## src/rtl/spi_pkg.sv

```systemverilog
// Shared types and chip-select indices for the SPI shift engine.
package spi_pkg;

  typedef enum logic [2:0] {
    IDLE,
    SETUP,
    SHIFT,
    DONE,
    HELD,
    GAP
  } spi_state_e;

  localparam int unsigned SS_FLASH = 0;
  localparam int unsigned SS_SEG   = 1;
  localparam int unsigned SS_SR    = 2;
  localparam int unsigned SS_MPU   = 3;

endpackage

```

## src/rtl/spi_clk_div.sv

```systemverilog
// Half-period divider: counts 0..CLK_DIV-1 while enabled, tick marks the wrap cycle.
module spi_clk_div #(
  parameter int unsigned CLK_DIV = 4
) (
  input  logic clk,
  input  logic rst,
  input  logic en,
  input  logic clr,
  output logic tick
);

  localparam int unsigned CW = (CLK_DIV > 1) ? $clog2(CLK_DIV) : 1;
  localparam logic [CW-1:0] LAST = CW'(CLK_DIV - 1);

  logic [CW-1:0] cnt_q;

  always_ff @(posedge clk) begin
    if (rst || clr) begin
      cnt_q <= '0;
    end else if (en) begin
      cnt_q <= (cnt_q == LAST) ? '0 : cnt_q + CW'(1);
    end
  end

  assign tick = en && (cnt_q == LAST);

endmodule

```

## src/rtl/spi_shift_engine.sv

```systemverilog
// Byte-level SPI mode-0 master PHY: owns SCLK/MOSI/SS_n timing for one word per start.
module spi_shift_engine
  import spi_pkg::*;
#(
  parameter int unsigned DATA_W  = 8,
  parameter int unsigned CLK_DIV = 4,
  parameter int unsigned NUM_SS  = 4
) (
  input  logic                      clk,
  input  logic                      rst,
  input  logic                      start,
  output logic                      ready,
  input  logic [DATA_W-1:0]         tx_data,
  input  logic [$clog2(NUM_SS)-1:0] ss_sel,
  input  logic                      hold_ss,
  output logic [DATA_W-1:0]         rx_data,
  output logic                      rx_valid,
  output logic                      busy,
  output logic                      spi_sclk,
  output logic                      spi_mosi,
  input  logic                      spi_miso,
  output logic [NUM_SS-1:0]         spi_ss_n
);

  localparam int unsigned SW     = $clog2(NUM_SS);
  localparam int unsigned HALF_N = 2 * DATA_W;
  localparam int unsigned BW     = $clog2(HALF_N) + 1;

  spi_state_e        state_q, state_d;
  logic [BW-1:0]     bit_q, bit_d;
  logic [DATA_W-1:0] tx_q, tx_d, rx_q, rx_d, rxd_q, rxd_d;
  logic [SW-1:0]     sel_q, sel_d;
  logic              hold_q, hold_d;
  logic [NUM_SS-1:0] ss_n_q, ss_n_d, dec_new, dec_held;
  logic              sclk_q, sclk_d, mosi_q, mosi_d;
  logic              ready_q, ready_d, busy_q, busy_d, rxv_q, rxv_d;
  logic              accept, tick, div_en;

  assign accept = start && ready_q;
  assign div_en = (state_q == SETUP) || (state_q == SHIFT) || (state_q == GAP);

  spi_clk_div #(.CLK_DIV(CLK_DIV)) u_div (
    .clk  (clk),
    .rst  (rst),
    .en   (div_en),
    .clr  (accept),
    .tick (tick)
  );

  // Active-low select patterns for the incoming and the currently held target.
  always_comb begin
    dec_new  = '1;
    dec_held = '1;
    for (int i = 0; i < NUM_SS; i++) begin
      if (ss_sel == SW'(i)) dec_new[i] = 1'b0;
      if (sel_q == SW'(i)) dec_held[i] = 1'b0;
    end
  end

  always_comb begin
    state_d = state_q;
    bit_d   = bit_q;
    tx_d    = tx_q;
    rx_d    = rx_q;
    rxd_d   = rxd_q;
    sel_d   = sel_q;
    hold_d  = hold_q;
    ss_n_d  = ss_n_q;
    sclk_d  = sclk_q;
    mosi_d  = mosi_q;
    rxv_d   = 1'b0;

    case (state_q)
      SETUP: begin
        if (tick) begin
          state_d = SHIFT;
          bit_d   = '0;
        end
      end
      SHIFT: begin
        if (tick) begin
          sclk_d = !sclk_q;
          bit_d  = bit_q + BW'(1);
          if (!sclk_q) begin
            rx_d = {rx_q[DATA_W-2:0], spi_miso};
          end else begin
            tx_d   = tx_q << 1;
            mosi_d = tx_q[DATA_W-2];
          end
          if (bit_q == BW'(HALF_N - 1)) state_d = DONE;
        end
      end
      DONE: begin
        rxv_d = 1'b1;
        rxd_d = rx_q;
        if (hold_q) begin
          state_d = HELD;
        end else begin
          state_d = IDLE;
          ss_n_d  = '1;
        end
      end
      GAP: begin
        if (tick) begin
          state_d = SETUP;
          ss_n_d  = dec_held;
        end
      end
      IDLE, HELD: ;
      default: state_d = IDLE;
    endcase

    // A held select only needs the gap when the target changes.
    if (accept) begin
      tx_d   = tx_data;
      sel_d  = ss_sel;
      hold_d = hold_ss;
      mosi_d = tx_data[DATA_W-1];
      sclk_d = 1'b0;
      bit_d  = '0;
      if ((state_q == HELD || (state_q == DONE && hold_q)) && ss_sel != sel_q) begin
        state_d = GAP;
        ss_n_d  = '1;
      end else begin
        state_d = SETUP;
        ss_n_d  = dec_new;
      end
    end

    ready_d = (state_d == IDLE) || (state_d == HELD) || (state_d == DONE);
    busy_d  = !((state_d == IDLE) || (state_d == HELD));
  end

  always_ff @(posedge clk) begin
    if (rst) begin
      state_q <= IDLE;
      bit_q   <= '0;
      tx_q    <= '0;
      rx_q    <= '0;
      rxd_q   <= '0;
      sel_q   <= '0;
      hold_q  <= 1'b0;
      ss_n_q  <= '1;
      sclk_q  <= 1'b0;
      mosi_q  <= 1'b0;
      ready_q <= 1'b1;
      busy_q  <= 1'b0;
      rxv_q   <= 1'b0;
    end else begin
      state_q <= state_d;
      bit_q   <= bit_d;
      tx_q    <= tx_d;
      rx_q    <= rx_d;
      rxd_q   <= rxd_d;
      sel_q   <= sel_d;
      hold_q  <= hold_d;
      ss_n_q  <= ss_n_d;
      sclk_q  <= sclk_d;
      mosi_q  <= mosi_d;
      ready_q <= ready_d;
      busy_q  <= busy_d;
      rxv_q   <= rxv_d;
    end
  end

  assign ready    = ready_q;
  assign busy     = busy_q;
  assign rx_valid = rxv_q;
  assign rx_data  = rxd_q;
  assign spi_sclk = sclk_q;
  assign spi_mosi = mosi_q;
  assign spi_ss_n = ss_n_q;

endmodule

```

## config.mk

```make
export PLATFORM = sky130hd
export DESIGN_NAME = spi_shift_engine
export DESIGN_NICKNAME = d
export VERILOG_FILES = /design/src/rtl/spi_pkg.sv /design/src/rtl/spi_clk_div.sv /design/src/rtl/spi_shift_engine.sv
export SDC_FILE = /design/constraint.sdc
export NUM_CORES = 1
export LEC_CHECK = 0
export CORE_AREA = 2 2 93 95
export DETAILED_ROUTE_END_ITERATION = 6
export DIE_AREA = 0 0 95 97
export PLACE_DENSITY_LB_ADDON = 0.15
export SETUP_SLACK_MARGIN = 0.5
export SYNTH_ARGS = -nofsm -noshare
export SYNTH_HDL_FRONTEND = slang
export SYNTH_SLANG_ARGS = --single-unit
```

## constraint.sdc

```tcl
create_clock -name clk -period 3.05 [get_ports clk]
set_input_delay 0.61 -clock clk [delete_from_list [all_inputs] [get_ports clk]]
set_output_delay 0.61 -clock clk [all_outputs]
set_load 0.05 [all_outputs]
```

**After elaboration in Yosys (flattened, before gate mapping)**

Index checks and enable logic that the tools add are counted.

- Add/subtract/negate cells: 2
- Multiplexer cells: 34
- Reduce and logical (&&, ||, !) cells: 28
- Bitwise logic cells: 1
- Equality and inequality tests: 20

Operator list:

| operator | number |
|---|---|
| $mux W7 | 4 |
| $mux W3 | 7 |
| $mux W4 | 4 |
| $pmux W3 S5 | 1 |
| $mux W1 | 13 |
| $reduce_and A3 Y1 | 4 |
| $eq A2 B2 Y1 const B | 5 |
| $mux W5 | 2 |
| $pmux W5 S2 | 1 |
| $eq A3 B2 Y1 const B | 3 |
| $eq A3 B3 Y1 const B | 3 |
| $pmux W4 S2 | 1 |
| $reduce_bool A2 Y1 | 4 |
| $logic_not A3 Y1 | 2 |
| $logic_or A1 B1 Y1 | 6 |
| $ne A3 B2 Y1 const B | 2 |
| $add A5 B1 Y5 const B | 1 |
| $eq A5 B4 Y1 const B | 1 |
| $eq A2 B1 Y1 const B | 2 |
| $logic_and A1 B1 Y1 | 4 |
| $logic_not A2 Y1 | 2 |
| $ne A2 B2 Y1 const B | 2 |
| $reduce_or A2 Y1 | 2 |
| $eq A3 B1 Y1 const B | 1 |
| 7 further kinds | 8 |

- Output and inout bits: 17
- Bits in registers: 45
- Word-level logic and storage cells: 99

**Logic depth before layout (Yosys ltp)**

Gate-level depths: netlist (run 1).

- Word-level depth: 10
- Depth in mapped cells: 7
- Gate-level depth less buffers: 6

**By module**

Synthesis (run 1) repeated with hierarchy kept, for this count alone.

- Cell total of the unflattened synthesis: 225
- Area, all modules: 2,078.2 µm²

By module, submodules not included:

| module | instances | sequential area each (µm²) | cells an instance | area each (µm²) |
|---|---|---|---|---|
| spi_shift_engine | 1 | 860.8 | 216 | 1,976.9 |
| spi_clk_div | 1 | 40.0 | 9 | 101.3 |

**Worst setup path after synthesis (run 1)**

OpenSTA, ideal clock, no wires.

- Kind: flip-flop to flip-flop
- From: reg ready_q, in the netlist ready
- To: reg mosi_q, in the netlist spi_mosi
- Slack: 1,355 ps
- Cell stages (with the launch flop): 6
- Library setup time: 88 ps
- Arrival time: 1,607 ps
- Cells stage by stage: dfxtp_1 -> and2_1 -> clkbuf_1 -> clkbuf_1 -> nand2_1 -> a311oi_2

- Word-level cells in the longest chain between the ends: 3

Ends and longest elaborated chain:

| item | line | text |
|---|---|---|
| start: declaration | spi_shift_engine.sv:36 | `logic ready_q, ready_d, busy_q, busy_d, rxv_q, rxv_d;` |
| start signal: assignment | spi_shift_engine.sv:160 | `ready_q <= ready_d;` |
| $logic_and A1 B1 Y1 (*) | spi_shift_engine.sv:39 | `assign accept = start && ready_q;` |
| $reduce_bool A2 Y1 (no source line) | n/a |  |
| $reduce_and A3 Y1 (no source line) | n/a |  |
| end signal: assignment | spi_shift_engine.sv:159 | `mosi_q <= mosi_d;` |
| end: declaration | spi_shift_engine.sv:35 | `logic sclk_q, sclk_d, mosi_q, mosi_d;` |

Every way passes the cells marked *; elsewhere a longest branch is shown, timed or not.
A chain may end at the register's enable or synchronous reset.

**Final worst setup path (run 1)**

- From: reg sclk_q, in the netlist spi_sclk
- To: out spi_sclk

RTL lines:

| item | line | text |
|---|---|---|
| start: declaration | spi_shift_engine.sv:35 |  |
| start signal: assignment | spi_shift_engine.sv:158 | `sclk_q <= sclk_d;` |
| end: declaration | spi_shift_engine.sv:19 | `output logic spi_sclk,` |

No word-level cell between the ends.

==> results of run 1 <==
## synth_stat cells, types with 2 or more instances
cell	n
dfxtp_1	45
nor2_1	39
nand2_1	28
mux2i_1	18
a21oi_1	11
clkbuf_1	8
nand2b_1	7
a311oi_2	6
a211oi_1	4
inv_1	4
nand3_1	4
a221oi_1	3
buf_6	3
ha_1	3
nor4_1	3
xnor2_1	3
a311oi_1	2
buf_2	2
nor3_1	2
o31ai_1	2
or2b_1	2
## layout make-up
| cell class | instances | area, um^2 |
|---|---|---|
| clock inverter | 1 | 30.0 |
| fill | 862 | 5640 |
| timing repair buffer | 35 | 340 |
| sequential | 45 | 901 |
| multi-input combinational | 155 | 993 |
| clock buffer | 7 | 86.3 |
| inverter | 4 | 15.0 |
| tap | 105 | 131 |
## cell usage in the layout, fill, tap and decap left out, types with 4 or more instances in the layout
master,n
mux2i_1,18
nor2_1,39
buf_4,4
nand3_1,4
nand2b_1,7
inv_1,4
dfxtp_1,45
nand2_1,28
a311oi_2,6
clkdlybuf4s50_1,31
clkbuf_8,6
a21oi_1,11
a211oi_1,4
## path summary, 6_finish.rpt
path                       start        to  depth (start not counted)
setup / recovery        spi_sclk  spi_sclk                          1
hold / removal          bit_q[3]  bit_q[3]                          1
setup reg to reg  u_div.cnt_q[0]   tx_q[1]                          5
hold reg to reg         bit_q[3]  bit_q[3]                          1
## flip-flops by register name, summed over array words and instances (netlist names), 2 cells and up
register / count
rx_data: 8
rx_q: 8
tx_q: 7
bit_q: 5
spi_ss_n: 4
state_q: 3
sel_q: 2
u_div.cnt_q: 2
## per-stage QoR
| stage | std cells | hold slack [ps] | cell area [um^2] |
|---|---|---|---|
| 2_1_floorplan | 217 | 429 | 1980 |
| 3_3_place_gp | 344 | 453 | 2380 |
| 3_5_place_dp | 344 | 456 | 2380 |
| 4_1_cts | 352 | 468 | 2500 |
| 5_1_grt | 352 | 488 | 2500 |
| 6_report | 352 | 465 | 2500 |
## metal layers
| metal | global-route usage [%] | part of all wire [%] | vias to the layer above |
|---|---|---|---|
| li1 | - | - | 818 |
| met5 | 0 | 0 | - |
| met4 | 3.68 | 1.1 | 0 |
| met2 | 16.0 | 47 | 27 |
| met1 | 13.4 | 48 | 731 |
| met3 | 2.57 | 3.1 | 2 |
## power breakdown
| group | internal [uW] | total (uW) | switching (uW) |
|---|---|---|---|
| registers | 607 | 624 | 17.0 |
| clock network | 267 | 469 | 201 |
| logic | 63.7 | 150 | 86.4 |
## kinds of logic after synthesis
kind of cell             count (synthesis)  share of synthesized area [%]
AO/OA/AOI/OAI                           38                           16.2
XOR/XNOR                                 3                           1.33
adder cells (fa/ha/maj)                  3                           1.89
buffers and inverters                   17                           4.48
flip-flops                              45                           45.4
multiplexers                            18                           9.09
AND/OR/NAND/NOR                         93                           21.6
==> run metrics, run 1 <==
power after layout 1240 uW; routability cong. 0.803; Leak 0.000905 uW; pre-CTS WS 803 ps; post-synthesis sequential area ratio 45.4%; top cells by area, synth dfxtp_1 (45%), mux2i_1 (9.1%), nor2_1 (7.4%); syn_nets 235; Worst-path clk slew 80 ps; total CTS buffers 5; min Tclk post-route 2280 ps; TritonCTS clock tree yes; mapped cell area 1980 um^2; Sink Count 45; I/O Pins 32; largest net degree at the start of global routing 34; final setup vio count 0; GR Overflow Total 0; Power Density 498 nW/um^2; DR iter-0 viols 77; post-synth top area share 45.4%; Worst EP required 2440 ps; ordered cell list for the critical path clkdlybuf4s50_1; die area 9220 um^2; cell taking the most area after synthesis dfxtp_1; CP endpoint kind output pin; Layout area overhead 25.9%; final hold violations 0; vias 1578; asr flop ratio synth 0%; number of global-route vias before repair 1517; Worst-Margin Slew 575 ps; initial antenna violation count 0; Avg Cell Area, Syn 9.14 um^2; nets@finish 264; post-route ant nets 0; IO Port Bufs 31; max-cap violation count 0; Post-CTS Hold Fix Bufs 0; clock tree buffer depth 2; Slew HR 61.6%; global-route usage over all layers 10.2%; starting density of the core 24.4%; ant diodes 0; Rows 33; Die Width 95 um; period utilization 74.7%; Yosys cell types 39; fin worst setup slack 772 ps; unrepaired setup endpoints after global routing false; WP data arrival 1670 ps; outcome complete, no violations; FMAX 439 MHz; Yosys Warn Count 0; WL final 4320 um; flop and latch count out of synthesis 45; CP bufs+invs 1; insertion delay to the later sink of the worst-skew pair 290 ps; Die Span Y 97 um; Setup Fix Bufs, Post-CTS 0; first-pass GRT wire length 7510 um; Mapped Cells 217; maximum level of the CTS H-tree 2; maximum fanout along the worst path 6; share of cells above drive strength 1 8.50%; Clock Root Buffer clkbuf_8; Initial DRT Pass Iterations 4; drt wl/cell 12.3 um; hold crit path type flop to flop; FF-to-FF setup slack 1290 ps; Critical Path Start Type flop; core region area 8130 um^2; VDD IR max 0.184 mV; CP peak stage delay 870 ps; top_reg_cell synth dfxtp_1; CP delay by family, top buffers and inverters; Pins Over Slew Limit 0; routed vias/inst 4.48; final setup TNS 0 ps; crit path max-delay cell type clkdlybuf4s50_1; CP Class flop to output pin; final core occ 30.7%; clk_skew 6.43 ps; DR DRC count 0; cts repair resizes 0; dpl hpwl 3100 um; EDFF count, synth 0
(Power assumes the default switching activity.)
==> run 2: changes to the inputs <==
==> constraint.sdc (replaced) <==
create_clock -name clk -period 2.2 [get_ports clk]
set_input_delay 0.44 -clock clk [delete_from_list [all_inputs] [get_ports clk]]
set_output_delay 0.44 -clock clk [all_outputs]
set_load 0.05 [all_outputs]
==> run metrics, run 2 (same netlist as run 1, synthesis figures left out) <==
outcome complete, no violations; CP delay by family, top buffers and inverters; ant diodes 0; core region area 8130 um^2; Worst-Margin Slew 601 ps; R2R Path End tx_q[4]; ordered cell list for the critical path dlygate4sd2_1; Critical Path Start Type flop; Power Density 638 nW/um^2; final core occ 30.8%; min Tclk post-route 1620 ps; final setup TNS 0 ps; dpl hpwl 3230 um; Slew HR 59.9%; Post-CTS Hold Fix Bufs 0; unrepaired setup endpoints after global routing false; IO Port Bufs 31; leading cell type in the layout, fill and taps excluded dfxtp_1; DP Area 2390 um^2; FF-to-FF setup slack 640 ps; final setup vio count 0; Initial DRT Pass Iterations 4; Hold Path Origin spi_ss_n[2]; Worst-path clk slew 90 ps; hold crit path type flop to flop; FMAX 619 MHz; TritonCTS clock tree yes; maximum level of the CTS H-tree 2; hold path depth 2; area of the multi-input gates 1020 um^2; total CTS buffers 5; Leak 0.000959 uW; Endpoint, Worst Hold spi_ss_n[2]; number of global-route vias before repair 1554; first-pass GRT wire length 7450 um; post-route cell area 2500 um^2; max-cap violation count 0; DR iter-0 viols 83; GR Overflow Total 0; register area 901 um^2; CP bufs+invs 1; R2R cell count 5; period utilization 73.4%; routability cong. 0.793; most frequent cells in the layout dfxtp_1 (45), nor2_1 (39), nand2_1 (28); clock tree buffer depth 2; post-route ant nets 0; Sink Count 45; Rows 33; power after layout 1600 uW; vias 1591; CP peak stage delay 530 ps; die area 9220 um^2; final hold violations 0; Die Width 95 um; WL final 4380 um; Die Span Y 97 um; insertion delay to the later sink of the worst-skew pair 290 ps; nets@finish 266; Layout area overhead 26.2%; Worst EP required 1760 ps; CP endpoint kind output pin; WP data arrival 1180 ps; maximum fanout along the worst path 3; share of cells above drive strength 1 12.1%; clk_skew 7.40 ps; Clock Root Buffer clkbuf_8; DR DRC count 0; routed vias/inst 4.51; I/O Pins 32; layout filler cell count 839; drt wl/cell 12.4 um; Pins Over Slew Limit 0; VDD IR max 0.247 mV; largest net degree at the start of global routing 21; RR Startpoint u_div.cnt_q[0]; starting density of the core 24.4%; crit path max-delay cell type dlygate4sd2_1; CP Class flop to output pin; global-route usage over all layers 10.3%; initial antenna violation count 0
==> run 2: area by class of cell <==
| class | count | share of cell area [%] |
|---|---|---|
| tap | 105 | 5.25 |
| timing repair buffer | 37 | 13.9 |
| sequential | 45 | 36.0 |
| clock inverter | 1 | 0.300 |
| inverter | 4 | 0.600 |
| multi-input combinational | 155 | 40.7 |
| clock buffer | 6 | 3.30 |
==> run 2: what timing repair did <==
action / CTS / global route
gates resized for setup: 18 / 6
pin swaps: 1 / 0
endpoints found under the setup margin: 32 / 18
cloned: 0 / 0
buffers inserted: 1 / 0
==> run 2: stage by stage <==
stage               hold slack (ps)  instances  worst slack, ps
finish                          466        353              585
global route                    502        353              511
CTS                             476        353              533
detailed placement              456        345              136
global placement                453        345              177
floorplan                       429        217              505
==> run 2: worst max path at each step <==
stage | start | end | slack (ps) | cells after the start
global placement | ss_sel[0] | spi_ss_n[0] | 180 | 5
global route | state_q[0] | rx_data[5] | 510 | 3
CTS | u_div.cnt_q[0] | rx_q[1] | 530 | 6
floorplan | ready | spi_mosi | 500 | 5
finish | ready | ready | 580 | 1
detailed placement | ss_sel[0] | spi_ss_n[0] | 140 | 5
==> run 2: power breakdown <==
part | total, uW | switching, uW | internal [uW] | leakage, uW
registers | 865 | 23.1 | 841 | 0.000366
clock network | 526 | 277 | 249 | 0.0000433
logic | 207 | 121 | 86.0 | 0.000549
==> run 2: layer usage <==
metal	global-route usage (%)	up-vias	routed length (um)
met1	13.3	737	2100
met3	2.88	7	150
met5	0	-	0
li1	-	824	-
met4	4.12	0	103
met2	16.0	23	2020
==> variant 1 (flow settings as in run 2) <==
`DATA_W`: 8 -> 4.
--- a/src/rtl/spi_shift_engine.sv
+++ b/src/rtl/spi_shift_engine.sv
@@ -2,7 +2,7 @@
 module spi_shift_engine
   import spi_pkg::*;
 #(
-  parameter int unsigned DATA_W  = 8,
+  parameter int unsigned DATA_W  = 4,
   parameter int unsigned CLK_DIV = 4,
   parameter int unsigned NUM_SS  = 4
 ) (
Ports: changed (resized rx_data and tx_data); port bits go from 32 to 24. No check against the original RTL was run, so the function may have changed too.
==> variant 1 against run 2 <==
Global-route usage fell by 1.5 points. Area after synthesis fell by 24%. Sequential cell count fell by 13. Worst setup slack improved by 7.3 ps. Routed wire length fell by 14%. Total power fell by 13%. Cell area fell by 20%. Die area did not move. Via count fell by 19%. Final cell count fell by 13%. Maximum frequency rose by 0.45%. Critical endpoint is now spi_ss_n[2]$_SDFFE_PP1P_.
==> variant 1: results (changes against run 2) <==
[sta]
max_slew_margin = 0.667  ; +0.0681
clock_skew_ps = 3.68  ; -3.72 ps

[clock_tree]
postCtsSetupRepairBufs = 0  ; -1
clkTransAtPathRegs_ps = 70  ; -20 ps
cts_max_level = 2  ; unchanged
numCtsBuffers = 5  ; unchanged
cts_resized = 16  ; -2

[routing]
drt_wl_total_um = 3740  ; -14%
routed-wl-met3_um = 185  ; +23%
route.met2.wl_um = 1620  ; -20%
drt-met1-wl_um = 1910  ; -8.9%
drtIter0Drc = 35  ; -58%
firstDrtPassIters = 4  ; unchanged
top_layer = met4
vias_per_cell = 4.17  ; -7.4%

[placement]
dp_hpwl_um = 2720  ; -16%
postPlaceCellArea_sq_um = 1870  ; -22%
gp_congestion = 0.734  ; -7.5%
port-buffer-count = 23  ; -26%

[global_routing]
use_met2 = 0.130  ; -0.0300
antenna_found_initial = 0  ; unchanged
grt_max_degree = 14  ; -33%
gr-usage-all-layers = 0.0877  ; -0.0150
grt_pass1_vias = 1332  ; -14%
grt_use_met3 = 0.0280  ; -0.000779
met1_usage = 0.121  ; -0.0121
grt_pass1_wl_um = 6430  ; -14%

[worst_setup_path]
crit_start = state_q[0]$_SDFF_PP0_
path_max_fanout = 11  ; +8
arrival_ps = 1780  ; +600 ps

[finish]
nNetsFinal = 215  ; -19%
antennaDiodeCount = 0  ; unchanged
fill_cells = 885  ; +5.5%
drive_gt1_frac = 0.118  ; -0.00274

[run_status]
outcome = complete, no violations

[yosys]
yosys.cell_types.count = 38  ; -2.6%
yosysSeqAreaShare = 0.426  ; -0.0287
async_reset_ff_frac = 0  ; unchanged
yosys-top-cells-area = dfxtp_1, mux2i_1, nor2_1
ys.flop_type = dfxtp_1
mappedNetlistNets = 189  ; -20%
synth_common_cells = dfxtp_1, nor2_1, nand2_1, a21oi_1, o21ai_0
ys_warn_count = 0  ; unchanged

[worst_hold_path]
hold_start = tx_q[0]$_SDFFE_PP0P_
hold_path_class = flip-flop to flip-flop

[power_and_ir_drop]
switching_share = 0.238  ; -0.0251
ir_worst_vdd_mv = 0.263  ; +6.6%
p_leak_nw = 0.736  ; -23%

==> variant 1: power groups by stage <==
stage	registers (mW)	clock network, mW	logic [mW]
after floorplan	0.661	0	0.0732
after global routing	0.625	0.665	0.177
final	0.621	0.615	0.160
after CTS	0.620	0.650	0.162
after global placement	0.634	0	0.171
after detailed placement	0.633	0	0.168
==> variant 1: logic make-up (layout without fill, tap and decap cells) <==
kind of cell | count (synthesis) | after routing | share of synthesized area
muxes | 10 | 10 | 0.0665
DFF | 32 | 32 | 0.426
adders and majority gates | 2 | 2 | 0.0166
and+or+nand+nor | 73 | 73 | 0.244
buffers and inverters | 13 | 40 | 0.0382
xor gates and xnor gates | 3 | 3 | 0.0175
AOI/OAI and AO/OA | 43 | 43 | 0.191
==> variant 1: critical path: stages, from the launching register on <==
cell     delay [ps]
dfxtp_2         460
inv_1           130
o32a_4          400
and2_4          180
a221o_1         330
==> variant 1: path summary, 6_finish.rpt <==
kind | to | slack, ps | depth (start not counted)
max | spi_ss_n[2]$_SDFFE_PP1P_ | 590 | 4
min | tx_q[0]$_SDFFE_PP0P_ | 460 | 2
max reg2reg | spi_ss_n[2]$_SDFFE_PP1P_ | 590 | 4
min reg2reg | tx_q[0]$_SDFFE_PP0P_ | 460 | 2
==> variant 1: metrics by stage <==
stage	hold slack, ps	worst slack, ps	std cells	util
2_1_floorplan	444	649	176	-
3_3_place_gp	470	300	300	0.230
3_5_place_dp	458	345	300	0.230
4_1_cts	468	493	308	0.244
5_1_grt	492	501	308	0.246
6_report	465	592	308	0.246
==> variant 1: layout make-up <==
class                   count  area, sq um  area share
flip-flops and latches     32          646       0.322
well taps                 105          131      0.0656
repair buffers             29          259       0.129
clock inverters             1         30.0      0.0150
clock buffers               7         96.3      0.0481
multi-input cells         131          828       0.414
inverters                   3         11.3     0.00563
==> variant 2 (config.mk and constraints of run 2) <==
Without the edit above. Re-encode `spi_state_e` (6 states) as one-hot, 6 bits wide.
--- a/src/rtl/spi_pkg.sv
+++ b/src/rtl/spi_pkg.sv
@@ -1,13 +1,13 @@
 // Shared types and chip-select indices for the SPI shift engine.
 package spi_pkg;
 
-  typedef enum logic [2:0] {
-    IDLE,
-    SETUP,
-    SHIFT,
-    DONE,
-    HELD,
-    GAP
+  typedef enum logic [5:0] {
+    IDLE  = 6'b000001,
+    SETUP = 6'b000010,
+    SHIFT = 6'b000100,
+    DONE  = 6'b001000,
+    HELD  = 6'b010000,
+    GAP   = 6'b100000
   } spi_state_e;
 
   localparam int unsigned SS_FLASH = 0;
Function: same outputs for any inputs over 10 cycles, from zero or initial values and one cycle with rst high; not proved beyond that.
==> variant 2 against run 2 <==
Worst setup slack worse by 290 ps. Routed wire length is 29% higher. Combinational power is 71% higher. Total power is 25% higher. Maximum frequency is 15% lower. Cell area is 20% higher. Die area stayed put. Worst hold slack worse by 8.1 ps. Area after synthesis is 14% higher. Non-clock buffer count is 15 higher. Via count is 26% higher. Sequential cell count is 3 higher.
==> variant 2: results (changes against run 2) <==
[run_status]
outcome = complete, no violations

[placement]
gp_congestion = 0.824  ; +3.9%
dp_hpwl_um = 3840  ; +19%
port-buffer-count = 31  ; unchanged

[clock_tree]
cts_max_level = 2  ; unchanged
cts_root_buffer = clkbuf_8
clkTransAtPathRegs_ps = 90  ; about the same
clkLatencyLatePin_ps = 310  ; +20 ps
numCtsBuffers = 5  ; unchanged
clockBufferDepth = 2  ; unchanged

[routing]
drtIter0Drc = 64  ; -23%
vias_per_cell = 4.81  ; +6.8%
firstDrtPassIters = 4  ; unchanged
drt_wl_total_um = 5650  ; +29%

[finish]
antennaDiodeCount = 0  ; unchanged
nNetsFinal = 328  ; +23%
fill_cells = 848  ; +1.1%
drive_gt1_frac = 0.212  ; +0.0913

[power_and_ir_drop]
ir_worst_vdd_mv = 0.237  ; -4.3%
p_leak_nw = 1.10  ; +15%

[global_routing]
grt_pass1_wl_um = 9430  ; +26%
grt_use_met3 = 0.0335  ; +0.00467
gr-usage-all-layers = 0.129  ; +0.0259
met1_usage = 0.181  ; +0.0483
grt_pass1_vias = 1928  ; +24%
use_met2 = 0.196  ; +0.0360
grt_max_degree = 34  ; +62%
antenna_found_initial = 0  ; unchanged

[sta]
clock_skew_ps = 6.52  ; -0.874 ps
max_slew_margin = 0.669  ; +0.0707
whs_ps = 458  ; -8.09 ps

[yosys]
ys_warn_count = 0  ; unchanged
async_reset_ff_frac = 0  ; unchanged
mappedNetlistNets = 289  ; +23%
synth_common_cells = dfxtp_1, nand2_1, nor2_1, a21oi_1, nand3_1
yosysMostFrequentCell = dfxtp_1
yosys.cell_types.count = 50  ; +28%
ys.flop_type = dfxtp_1
yosys-top-cells-area = dfxtp_1, nand2_1, a21oi_1
yosysSeqAreaShare = 0.426  ; -0.0278

[worst_hold_path]
hold_start = rx_data[6]$_SDFFE_PP0P_
min_to = rx_data[6]$_SDFFE_PP0P_
hold_depth = 2  ; unchanged
hold_path_class = flip-flop to flip-flop

[worst_setup_path]
arrival_ps = 2100  ; +920 ps
r2r-end = spi_ss_n[1]$_SDFFE_PP1P_
r2r_start = state_q[3]$_SDFF_PP0_
r2r_cells = 6  ; +1
path_max_fanout = 4  ; +1
r2r_slack_ps = 300  ; -340 ps

-- variant 2: cell count changes in the layout (fill, tap and decap cells not counted), sizes merged, moves of 8 or more --
| cell | change |
|---|---|
| nor3 | +8 |
| a21oi | +17 |
| nand3 | +11 |
| mux2i | -17 |
| buf | +14 |
| nand2 | +15 |
-- variant 2: layer usage --
metal | part of all wire | wire [um] | vias to the layer above
met1 | 0.51 | 2860 | 931
met2 | 0.44 | 2510 | 32
met3 | 0.042 | 236 | 6
met4 | 0.0085 | 48 | 0
met5 | 0 | 0 | -
li1 | - | - | 1033
-- variant 2: worst max path at each step --
stage / from / endpoint / cells past startpoint / slack (ps)
floorplan: state_q[2]$_SDFF_PP0_ / spi_ss_n[0]$_SDFFE_PP1P_ / 6 / 300
global placement: start / spi_ss_n[3]$_SDFFE_PP1P_ / 5 / 180
detailed placement: start / spi_ss_n[3]$_SDFFE_PP1P_ / 5 / 150
CTS: state_q[3]$_SDFF_PP0_ / spi_ss_n[1]$_SDFFE_PP1P_ / 6 / 310
global route: state_q[3]$_SDFF_PP0_ / ready$_SDFF_PP1_ / 7 / 220
finish: state_q[3]$_SDFF_PP0_ / spi_ss_n[1]$_SDFFE_PP1P_ / 6 / 300
-- variant 2: repair_timing --
action / in CTS / in global routing
setup buffers: 4 / 0
endpoints found under the setup margin: 45 / 29
pin swaps: 7 / 4
gates resized for setup: 27 / 22
-- variant 2: area by class of cell --
| type | instances | area [sq um] | share of cell area |
|---|---|---|---|
| Clock inverter | 2 | 38.8 | 0.0129 |
| Sequential cell | 48 | 966 | 0.322 |
| Tap cell | 105 | 131 | 0.0439 |
| Multi-Input combinational cell | 202 | 1310 | 0.438 |
| Inverter | 1 | 3.75 | 0.00125 |
| Clock buffer | 6 | 82.6 | 0.0276 |
| Timing Repair Buffer | 52 | 462 | 0.154 |
-- variant 2: cells by family after synthesis --
family	Yosys count	synth area share
AO/OA/AOI/OAI	62	0.191
XOR/XNOR	4	0.0155
adder cells (fa/ha/maj)	3	0.0167
buffers and inverters	21	0.0444
flip-flops	48	0.426
multiplexers	1	0.00444
AND/OR/NAND/NOR	132	0.302
-- variant 2: per-stage QoR --
step                      instances  cell area, sq um  setup slack [ps]
after global routing            416              3000               221
after detailed placement        404              2740               145
final                           416              3000               299
after global placement          404              2740               178
after CTS                       416              2900               307
after floorplan                 271              2270               301
-- variant 2: report_power, final --
| part | switching [mW] | internal [mW] |
|---|---|---|
| sequential | 0.0422 | 0.914 |
| clock | 0.319 | 0.372 |
| combinational | 0.209 | 0.145 |
| total | 0.570 | 1.43 |
-- variant 2: critical path, cell delays in order (launching register included) --
cell and delay (ps):
dfxtp_2 330, or4_4 560, nor3b_4 250, buf_6 140, a21oi_2 50, nor2b_4 150, a221o_1 320
